`src/rtl/segment_swap_ctl.sv`:
```
// Segment swap controller: arms a transition to a new sequencer segment on a sync-index
// wrap, a system-time threshold, a GPIO rising edge or immediately (EXT auto-advance mode).
module segment_swap_ctl #(
  parameter int NUM_SEGMENT = 4,
  parameter int REP_WIDTH   = 16,
  parameter int TIME_WIDTH  = 56
) (
  input  logic                           CLK,
  input  logic                           RST,
  input  logic                           REQ_VALID,
  input  logic [$clog2(NUM_SEGMENT)-1:0] REQ_SEGMENT,
  input  logic [7:0]                     REQ_MODE,
  input  logic [63:0]                    REQ_VALUE,
  input  logic [REP_WIDTH-1:0]           REQ_REP,
  output logic                           REQ_READY,
  input  logic                           IDX_WRAP,
  input  logic [TIME_WIDTH-1:0]          SYS_TIME,
  input  logic [3:0]                     GPIO_IN,
  output logic [$clog2(NUM_SEGMENT)-1:0] SEGMENT,
  output logic                           SWAP,
  output logic                           STOP,
  output logic                           ERR
);

  localparam int SEG_W = $clog2(NUM_SEGMENT);

  localparam logic [SEG_W-1:0]     LAST_SEG = SEG_W'(NUM_SEGMENT - 1);
  localparam logic [SEG_W-1:0]     SEG_ZERO = {SEG_W{1'b0}};
  localparam logic [REP_WIDTH-1:0] REP_INF  = {REP_WIDTH{1'b1}};
  localparam logic [REP_WIDTH-1:0] REP_ZERO = {REP_WIDTH{1'b0}};

  localparam logic [7:0] MODE_SYNC_IDX = 8'h00;
  localparam logic [7:0] MODE_SYS_TIME = 8'h01;
  localparam logic [7:0] MODE_GPIO     = 8'h02;
  localparam logic [7:0] MODE_EXT      = 8'hF0;

  typedef enum logic [2:0] {
    ST_IDLE      = 3'd0,
    ST_WAIT_IDX  = 3'd1,
    ST_WAIT_TIME = 3'd2,
    ST_WAIT_GPIO = 3'd3,
    ST_EXT_RUN   = 3'd4
  } state_e;

  state_e                state_q, state_d;
  logic [SEG_W-1:0]      seg_q, seg_d;
  logic [REP_WIDTH-1:0]  rep_q, rep_d;
  logic [REP_WIDTH-1:0]  cnt_q, cnt_d;
  logic                  stop_q, stop_d;
  logic                  swap_q, swap_d;
  logic                  err_q, err_d;
  logic [SEG_W-1:0]      pend_seg_q, pend_seg_d;
  logic [TIME_WIDTH-1:0] pend_time_q, pend_time_d;
  logic [1:0]            pend_sel_q, pend_sel_d;
  logic [REP_WIDTH-1:0]  pend_rep_q, pend_rep_d;
  logic                  gpio_prev_q, gpio_prev_d;

  logic                  ready_s;
  logic                  req_ok_s;
  logic                  accept_ok_s;
  logic                  accept_bad_s;
  logic                  gpio_cur_s;
  logic                  auto_swap_s;
  logic                  swap_s;
  logic [SEG_W-1:0]      new_seg_s;
  logic [REP_WIDTH-1:0]  new_rep_s;
  logic [REP_WIDTH-1:0]  cnt_inc_s;

  function automatic logic mode_valid(input logic [7:0] mode);
    logic ok;
    case (mode)
      MODE_SYNC_IDX, MODE_SYS_TIME, MODE_GPIO, MODE_EXT: ok = 1'b1;
      default:                                           ok = 1'b0;
    endcase
    return ok;
  endfunction

  function automatic logic seg_in_range(input logic [SEG_W-1:0] seg);
    logic hit;
    hit = 1'b0;
    for (int i = 0; i < NUM_SEGMENT; i++) begin
      if (seg == i[SEG_W-1:0]) begin
        hit = 1'b1;
      end else begin
        hit = hit;
      end
    end
    return hit;
  endfunction

  function automatic logic [SEG_W-1:0] next_seg(input logic [SEG_W-1:0] seg);
    logic [SEG_W-1:0] nxt;
    if (seg == LAST_SEG) begin
      nxt = SEG_ZERO;
    end else begin
      nxt = seg + SEG_W'(1'b1);
    end
    return nxt;
  endfunction

  // Only the trigger time is kept from the request value; the upper bits are don't-care.
  if (TIME_WIDTH < 64) begin : g_value_unused
    logic unused_value_s;
    assign unused_value_s = ^REQ_VALUE[63:TIME_WIDTH];
  end

  assign req_ok_s     = mode_valid(REQ_MODE) & seg_in_range(REQ_SEGMENT);
  assign accept_ok_s  = ready_s & req_ok_s;
  assign accept_bad_s = ready_s & ~req_ok_s;
  assign gpio_cur_s   = GPIO_IN[pend_sel_q];
  assign cnt_inc_s    = (cnt_q == REP_INF) ? cnt_q : (cnt_q + REP_WIDTH'(1'b1));
  // The wrap that completes R+1 plays of the segment advances EXT mode.
  assign auto_swap_s  = (state_q == ST_EXT_RUN) & IDX_WRAP & (rep_q != REP_INF) & (cnt_q >= rep_q);

  // State register and all datapath flops.
  always_ff @(posedge CLK) begin
    if (RST) begin
      state_q     <= ST_IDLE;
      seg_q       <= SEG_ZERO;
      rep_q       <= REP_INF;
      cnt_q       <= REP_ZERO;
      stop_q      <= 1'b0;
      swap_q      <= 1'b0;
      err_q       <= 1'b0;
      pend_seg_q  <= SEG_ZERO;
      pend_time_q <= {TIME_WIDTH{1'b0}};
      pend_sel_q  <= 2'b00;
      pend_rep_q  <= REP_ZERO;
      gpio_prev_q <= 1'b0;
    end else begin
      state_q     <= state_d;
      seg_q       <= seg_d;
      rep_q       <= rep_d;
      cnt_q       <= cnt_d;
      stop_q      <= stop_d;
      swap_q      <= swap_d;
      err_q       <= err_d;
      pend_seg_q  <= pend_seg_d;
      pend_time_q <= pend_time_d;
      pend_sel_q  <= pend_sel_d;
      pend_rep_q  <= pend_rep_d;
      gpio_prev_q <= gpio_prev_d;
    end
  end

  // Next state plus the swap decision; an accepted request overrides an EXT auto-advance.
  always_comb begin
    state_d   = state_q;
    swap_s    = 1'b0;
    new_seg_s = seg_q;
    new_rep_s = rep_q;
    case (state_q)
      ST_IDLE, ST_EXT_RUN: begin
        if (accept_ok_s) begin
          case (REQ_MODE)
            MODE_SYNC_IDX: state_d = ST_WAIT_IDX;
            MODE_SYS_TIME: state_d = ST_WAIT_TIME;
            MODE_GPIO:     state_d = ST_WAIT_GPIO;
            MODE_EXT: begin
              state_d   = ST_EXT_RUN;
              swap_s    = 1'b1;
              new_seg_s = REQ_SEGMENT;
              new_rep_s = REQ_REP;
            end
            default:       state_d = state_q;
          endcase
        end else if (auto_swap_s) begin
          swap_s    = 1'b1;
          new_seg_s = next_seg(seg_q);
          new_rep_s = rep_q;
        end else begin
          state_d = state_q;
        end
      end
      ST_WAIT_IDX: begin
        if (IDX_WRAP) begin
          state_d   = ST_IDLE;
          swap_s    = 1'b1;
          new_seg_s = pend_seg_q;
          new_rep_s = pend_rep_q;
        end else begin
          state_d = ST_WAIT_IDX;
        end
      end
      ST_WAIT_TIME: begin
        if (SYS_TIME >= pend_time_q) begin
          state_d   = ST_IDLE;
          swap_s    = 1'b1;
          new_seg_s = pend_seg_q;
          new_rep_s = pend_rep_q;
        end else begin
          state_d = ST_WAIT_TIME;
        end
      end
      ST_WAIT_GPIO: begin
        if (gpio_cur_s && !gpio_prev_q) begin
          state_d   = ST_IDLE;
          swap_s    = 1'b1;
          new_seg_s = pend_seg_q;
          new_rep_s = pend_rep_q;
        end else begin
          state_d = ST_WAIT_GPIO;
        end
      end
      default: state_d = ST_IDLE;
    endcase
  end

  // Latch the pending request; the GPIO history starts from the level seen at acceptance.
  always_comb begin
    pend_seg_d  = pend_seg_q;
    pend_time_d = pend_time_q;
    pend_sel_d  = pend_sel_q;
    pend_rep_d  = pend_rep_q;
    gpio_prev_d = gpio_cur_s;
    if (accept_ok_s) begin
      pend_seg_d  = REQ_SEGMENT;
      pend_time_d = REQ_VALUE[TIME_WIDTH-1:0];
      pend_sel_d  = REQ_VALUE[1:0];
      pend_rep_d  = REQ_REP;
      gpio_prev_d = GPIO_IN[REQ_VALUE[1:0]];
    end else begin
      pend_seg_d = pend_seg_q;
    end
  end

  // Active segment and repetition tracking; a wrap that causes a swap is not counted.
  always_comb begin
    seg_d  = seg_q;
    rep_d  = rep_q;
    cnt_d  = cnt_q;
    stop_d = stop_q;
    swap_d = swap_s;
    err_d  = accept_bad_s;
    if (swap_s) begin
      seg_d  = new_seg_s;
      rep_d  = new_rep_s;
      cnt_d  = REP_ZERO;
      stop_d = 1'b0;
    end else if (IDX_WRAP) begin
      cnt_d  = cnt_inc_s;
      stop_d = stop_q | ((state_q != ST_EXT_RUN) & (rep_q != REP_INF) & (cnt_inc_s > rep_q));
    end else begin
      cnt_d = cnt_q;
    end
  end

  // Handshake: requests are taken only while no trigger is armed.
  always_comb begin
    ready_s = 1'b0;
    if (RST) begin
      ready_s = 1'b0;
    end else begin
      case (state_q)
        ST_IDLE, ST_EXT_RUN: ready_s = REQ_VALID;
        default:             ready_s = 1'b0;
      endcase
    end
  end

  assign REQ_READY = ready_s;
  assign SEGMENT   = seg_q;
  assign SWAP      = swap_q;
  assign STOP      = stop_q;
  assign ERR       = err_q;

endmodule
```
`config.mk`:
```
export PLATFORM = sky130hd
export DESIGN_NAME = segment_swap_ctl
export DESIGN_NICKNAME = d
export VERILOG_FILES = /design/src/rtl/segment_swap_ctl.sv
export SDC_FILE = /design/constraint.sdc
export NUM_CORES = 1
export LEC_CHECK = 0
export ABC_AREA = 0
export BUFFER_PORTS_ARGS = -buffer_cell sky130_fd_sc_hd__buf_2
export CAP_MARGIN = 20
export CELL_PAD_IN_SITES_DETAIL_PLACEMENT = 2
export CELL_PAD_IN_SITES_GLOBAL_PLACEMENT = 2
export CORE_ASPECT_RATIO = 0.5
export CORE_MARGIN = 3
export CORE_UTILIZATION = 33
export CTS_BUF_LIST = sky130_fd_sc_hd__clkbuf_8
export CTS_CLUSTER_SIZE = 30
export DETAILED_ROUTE_END_ITERATION = 10
export PLACE_DENSITY_LB_ADDON = 0.1
export SETUP_SLACK_MARGIN = 0.02
export SLEW_MARGIN = 15
export SYNTH_ARGS = -nofsm -noshare
export SYNTH_HDL_FRONTEND = slang
export SYNTH_SLANG_ARGS = --single-unit
```
`constraint.sdc`:
```
create_clock -name CLK -period 3.8 [get_ports CLK]
set_clock_uncertainty 0.05 [all_clocks]
set_input_delay 0.76 -clock CLK [delete_from_list [all_inputs] [get_ports CLK]]
set_output_delay 0.76 -clock CLK [all_outputs]
set_load 0.01 [all_outputs]
```
==> results.txt, run 1 <==
Outcome - complete, no violations
Die width - 212 µm
Yosys reg bits - 115
HP Class - register to register
Hold-fix buffers, CTS - 0
Initial antenna violation count - 5
Nets@finish - 1220
Fill cells - 2359
CP Cell Sequence - and3_1 -> and3_1 -> and3_1 -> nand4_1 -> buf_4 -> mux2_2 -> ha_1 -> nor2b_1 -> o21ai_0 -> nand2b_1 -> a21oi_1 -> o31a_1 -> o21ai_0 -> a31oi_1 -> nor2b_1
Final ANT Viol Nets - 0
Share of cells above drive strength 1 - 20.6%
DIE AREA - 23100 µm²
Remaining design rule violation count - 0
Multi-input logic area - 4240 µm²
DPL Wire Length - 17.4 mm
HP Start - pend_rep_q[11]
Met1 wire length - 10.3 mm
Prevailing post-synth register cell - dfxtp_1
IO Pins - 160
Largest stage delay on the critical path - 450 ps
CP arrival - 3720 ps
Crit path required time - 4120 ps
Via count - 6664
Syn Nets - 1083
Setup bufs post-CTS - 0
Reg clk slew, reported paths - 80 ps
GP Congestion - 0.792
Fin cells - 1258
Clk sinks - 115
Slowest CP cell - dfxtp_1
Final hold violations - 0
Reg2reg path depth - 15
Total grt overflow - 0
CP dominant cell by count - and3_1
DRT iter0 DRCs - 226
Syn Area/Cell - 8.35 µm²
Vias per cell - 5.30
Setup TNS - 0 ps
Flop2flop setup slack - 390 ps
Total wire length - 23.0 mm
Static leakage - 3.63 nW
Sequential cell area - 2300 µm²
CTS Buf Count - 17
CP endpoint kind - register
Die Y - 109 µm
Worst Path Buf+Inv - 1
Yosys warning total - 0
Cell Rows - 36
Relative max-transition margin - 34.9%
Worst r2r dst - STOP
Max-slew violations - 0
Met3 routed wirelength - 823 µm
H-tree levels - 4
Post-synthesis sequential area ratio - 32.9%
Fmax - 293 MHz
Crit-path leading delay family - simple AND/OR/NAND/NOR gates
All-Layer GR Usage - 20.6%
PortBufs - 151
Pin count of the biggest net entering global routing - 151
Synth unique cells - 55
Period utilisation layout - 89.7%
Max Fanout on Critical Path - 12
# setup viols final - 0
CTS tree - yes
Post-cts sizing count - 0
Crit path launch - cnt_q[5]
MaxCap Viol Count - 0
Critical path capture point - STOP
Worst hold slack - 414 ps
PwrDens - 318 nW/µm²
Routed length on met2 - 11.6 mm
Most frequent cells in the layout - buf_2, nand2_1, dfxtp_1
Area Growth Syn to Fin - 20.6%
RSZ-0062 raised after global routing - false
Most common cell after layout, fill and taps aside - buf_2
Clk root buf - clkbuf_8
Vias in the first global route - 7290
Crit path depth - 15
Hold Path Depth - 2
CTS Buffer Depth - 2
Asr flop ratio synth - 0%
Synthesized area - 7010 µm²
Worst Max-Slew Pin Slew - 977 ps
Setup crit start kind - register
Tmin final - 3410 ps
Drt pass-1 iters - 4
Crit Path Class - register to register
Max VDD drop - 0.167 mV
Highest metal used - met5
Routed WL per cell - 18.3 µm
R2R Path Start - cnt_q[5]
Clock Latency Late Sink - 470 ps
CORE AREA - 20100 µm²
First-pass GRT wire length - 37.1 mm
Initial core utilization - 34.8%
Post-Synthesis Cells - 839
Placed cells - 1223
EDFF count, synth - 0
## worst min-delay path: stages (launching register included)
cell and delay (ps):
dfxtp_1 310, nand2_1 50, o21ai_0 60
## through the flow
step / power, mW / instance area, µm² / util (%) / worst slack [ps]
after floorplan: 1.37 / 7010 / - / 743
after global placement: 1.49 / 8040 / 39.9 / 194
after detailed placement: 1.50 / 8040 / 39.9 / 86.4
after CTS: 2.74 / 8440 / 41.9 / 411
after global routing: 2.84 / 8450 / 42.0 / 69.4
final: 2.69 / 8450 / 42.0 / 391
## worst min-delay path by stage
| stage | end | slack (ps) |
|---|---|---|
| after floorplan | pend_rep_q[0] | 390 |
| after global placement | pend_rep_q[4] | 390 |
| after detailed placement | pend_rep_q[11] | 410 |
| after CTS | pend_time_q[14] | 380 |
| after global routing | pend_time_q[23] | 380 |
| final | pend_rep_q[11] | 410 |
## state kept, by name (all words and copies together), names as in the netlist
name	count
pend_rep_q	16
cnt_q	16
SEGMENT	2
STOP	1
ERR	1
pend_seg_q	2
pend_time_q	56
gpio_prev_q	1
rep_q	16
state_q	3
SWAP	1
## cell usage after synthesis (3+ instances only)
| library cell | number | share of area [%] |
|---|---|---|
| nand2_1 | 129 | 6.9 |
| dfxtp_1 | 115 | 33 |
| ha_1 | 90 | 16 |
| inv_1 | 77 | 4.1 |
| o31ai_1 | 55 | 5.9 |
| clkbuf_1 | 43 | 2.3 |
| a21oi_1 | 38 | 2.7 |
| o21ai_0 | 37 | 2.6 |
| nand4_1 | 24 | 2.1 |
| mux2i_1 | 21 | 3.0 |
| nand3_1 | 20 | 1.4 |
| nor2_1 | 20 | 1.1 |
| a211oi_1 | 19 | 2.0 |
| a41oi_1 | 16 | 2.0 |
| nor4_1 | 12 | 1.1 |
| xnor2_1 | 12 | 1.5 |
| a21o_1 | 10 | 1.1 |
| xor2_1 | 10 | 1.3 |
| and3_1 | 9 | 0.80 |
| nor3_1 | 9 | 0.64 |
| and2_1 | 8 | 0.71 |
| nand2b_1 | 7 | 0.63 |
| nor2b_1 | 7 | 0.63 |
| a31oi_1 | 6 | 0.54 |
| o21a_1 | 4 | 0.43 |
| o211ai_1 | 3 | 0.32 |
| o31a_1 | 3 | 0.38 |
## routing by layer
| metal | vias up | global-route usage [%] |
|---|---|---|
| li1 | 3296 | - |
| met1 | 3260 | 24.8 |
| met2 | 81 | 36.3 |
| met3 | 23 | 5.69 |
| met4 | 4 | 6.01 |
| met5 | - | 0 |
## cell type report
type / instances / area share (%)
antenna: 3 / 0.0888
multi-input combinational: 601 / 50.1
tap: 266 / 3.94
sequential: 115 / 27.2
inverter: 78 / 3.46
clock inverter: 10 / 1.26
timing repair buffer: 163 / 10.3
clock buffer: 22 / 3.58
## cell families after synthesis
group | count (synthesis) | share of synthesized area (%)
simple gates | 256 | 17.4
compound gates | 208 | 20.2
buf+inv | 123 | 6.75
flops | 115 | 32.9
fa+ha+maj | 90 | 16.1
mux | 25 | 3.96
xor+xnor | 22 | 2.75
## report_power, final
part	internal, mW	switching, mW	leakage [nW]
logic	0.120	0.136	2.49
clock network	0.662	0.553	0.213
registers	1.21	0.00605	0.928
total	1.99	0.695	3.63
(Power assumes the default switching activity.)
==> run 2, diff against run 1 <==
CELL_PAD_IN_SITES_DETAIL_PLACEMENT = 1   (was 2)
CELL_PAD_IN_SITES_GLOBAL_PLACEMENT = 1   (was 2)
CORE_MARGIN = unset   (was 3)
CORE_UTILIZATION = 42   (was 33)
==> run 2 against run 1 <==
Clock power up 8%. Die area fell by 25%. Global-route usage grew 3.7 points. Register-to-register slack improved by 160 ps. Combinational power decreased by 4%. Cell count fell by 3.7%. Design area fell by 0.33%. Routed wire length decreased by 13%. Critical path depth unchanged. Via count decreased by 1.8%. Sequential cell count did not move. Sequential power barely moved. Largest cell class unchanged. Largest power group is now the clock network. Highest routed layer unchanged.
==> results.txt, run 2 (synthesis gave the netlist of run 1 again) <==
Tmin final - 3250 ps (-157 ps)
Setup bufs post-CTS - 0 (unchanged)
Sw Pwr - 0.672 mW (-3.4%)
CP arrival - 3530 ps (-190 ps)
PwrDens - 330 nW/µm² (+3.7%)
Flop pwr share - 43.8% (-1.5 points)
Max VDD drop - 0.216 mV (+29%)
DRT iter0 DRCs - 200 (-12%)
Die width - 185 µm (-13%)
Drt pass-1 iters - 4 (unchanged)
Hold-fix buffers, CTS - 0 (unchanged)
Crit path required time - 4080 ps (-40 ps)
# setup viols final - 0 (unchanged)
Period utilisation layout - 85.6% (-4.1 points)
Clk sinks - 115 (unchanged)
Initial core utilization - 44.2% (+9.4 points)
PortBufs - 151 (unchanged)
DPL Wire Length - 14.6 mm (-16%)
Clk root buf - clkbuf_8
RSZ-0062 raised after global routing - false
Setup crit start kind - register
Reg clk slew, reported paths - 80 ps (about the same)
CP endpoint kind - register
First-pass GRT wire length - 33.0 mm (-11%)
CTS Buffer Depth - 2 (unchanged)
CP dominant cell by count - and3_1
Max reg flops - 56 (unchanged)
Crit Path Class - register to register
Switch share - 24.2% (-1.7 points)
Max Fanout on Critical Path - 12 (unchanged)
CTS tree - yes
Final hold violations - 0 (unchanged)
H-tree levels - 4 (unchanged)
All-Layer GR Usage - 24.4% (+3.7 points)
Worst Path Buf+Inv - 1 (unchanged)
Slowest CP cell - dfxtp_1
Vias in the first global route - 6925 (-5.0%)
Most common cell after layout, fill and taps aside - buf_2
DIE AREA - 17200 µm² (-25%)
Combinational share of power - 8.8% (-0.7 points)
Via count - 6542 (-1.8%)
Relative max-transition margin - 32.9% (-2.0 points)
Int Pwr - 2.11 mW (+5.7%)
Max-slew violations - 0 (unchanged)
CP Cell Sequence - and3_1 -> and3_1 -> and3_1 -> nand4_1 -> buf_4 -> mux2_2 -> ha_1 -> nor2b_1 -> o21ai_0 -> nand2b_1 -> a21oi_1 -> o31a_1 -> o21ai_0 -> a31oi_1 -> nor2b_1
MaxCap Viol Count - 0 (unchanged)
Total grt overflow - 0 (unchanged)
Worst Max-Slew Pin Slew - 1000 ps (+23.8 ps)
GP Congestion - 0.818 (+3.3%)
Routed WL per cell - 16.4 µm (-10%)
Initial antenna violation count - 7 (+2)
Share of cells above drive strength 1 - 20.5% (-0.16 points)
Clock Latency Late Sink - 440 ps (-30 ps)
HP Class - register to register
CTS Buf Count - 17 (unchanged)
Post-cts sizing count - 0 (unchanged)
Nets@finish - 1219 (-0.082%)
Cell Rows - 32 (-11%)
Setup TNS - 0 ps (unchanged)
CORE AREA - 15900 µm² (-21%)
Static leakage - 3.64 nW (+0.25%)
Outcome - complete, no violations
Crit-path leading delay family - simple AND/OR/NAND/NOR gates
Clock power share - 47.4% (+2.2 points)
Remaining design rule violation count - 0 (unchanged)
Pin count of the biggest net entering global routing - 151 (unchanged)
Total wire length - 19.9 mm (-13%)
IO Pins - 160 (unchanged)
Most frequent cells in the layout - buf_2, nand2_1, dfxtp_1
Overall Power - 2.78 mW (+3.3%)
Fmax - 308 MHz (+4.8%)
Area Growth Syn to Fin - 20.3%
Vias per cell - 5.40 (+2.0%)
Top reg by flops - pend_time_q
Fill cells - 1995 (-15%)
Final ANT Viol Nets - 0 (unchanged)
Largest stage delay on the critical path - 430 ps (-20 ps)
Die Y - 93.3 µm (-14%)
-- run 2: cell count changes in the layout (fill, tap and decap cells not counted) --
cell / delta
buf_4: -1
bufinv_16: +2
clkbuf_8: -1
clkinv_2: -2
-- run 2: worst reg2reg max path, stage by stage, from the launching register on --
cell      delay (ps)
dfxtp_1          430
and3_1           260
and3_1           250
and3_1           210
nand4_1          120
buf_4            220
mux2_2           300
ha_1             300
nor2b_1          140
o21ai_0          150
nand2b_1          70
a21oi_1          140
o31a_1           160
o21ai_0           90
a31oi_1          180
nor2b_1           70
-- run 2: worst paths after layout --
| kind | slack (ps) | to | start | cells after the start |
|---|---|---|---|---|
| worst max-delay path | 550 | STOP | cnt_q[6] | 15 |
| worst min-delay path | 410 | pend_rep_q[6] | pend_rep_q[6] | 2 |
| worst max register to register | 550 | STOP | cnt_q[6] | 15 |
| worst min register to register | 410 | pend_rep_q[6] | pend_rep_q[6] | 2 |
-- run 2: routing by layer --
metal  track usage, %  share of wire [%]  wire [µm]
met5                0               0.16         32
met4             5.65               0.70        140
met3             7.48                5.6       1120
met2             43.4                 48       9590
met1             28.7                 45       9020
-- run 2: area by class of cell --
class | instances | area [µm²] | share of cell area (%)
diodes | 3 | 7.51 | 0.0891
clock buffers | 21 | 289 | 3.43
clock inverters | 10 | 156 | 1.86
inverters | 78 | 293 | 3.48
multi-input cells | 601 | 4240 | 50.3
flip-flops and latches | 115 | 2300 | 27.3
well taps | 221 | 277 | 3.28
repair buffers | 162 | 863 | 10.2
-- run 2: power groups by stage --
stage,sequential (mW),combinational (mW),clock [mW]
final,1.22,0.246,1.32
after global routing,1.22,0.278,1.39
after CTS,1.22,0.248,1.34
after detailed placement,1.25,0.246,0
after global placement,1.24,0.237,0
after floorplan,1.24,0.125,0
-- run 2: stage by stage --
step	worst slack [ps]	cells	hold slack, ps	instance area (µm²)	utilization, %
3_5_place_dp	124	1177	403	7970	50.3
3_3_place_gp	236	1177	393	7970	50.3
4_1_cts	522	1208	414	8420	53.1
6_report	549	1211	410	8420	53.1
5_1_grt	176	1209	436	8420	53.1
2_1_floorplan	743	839	386	7010	-
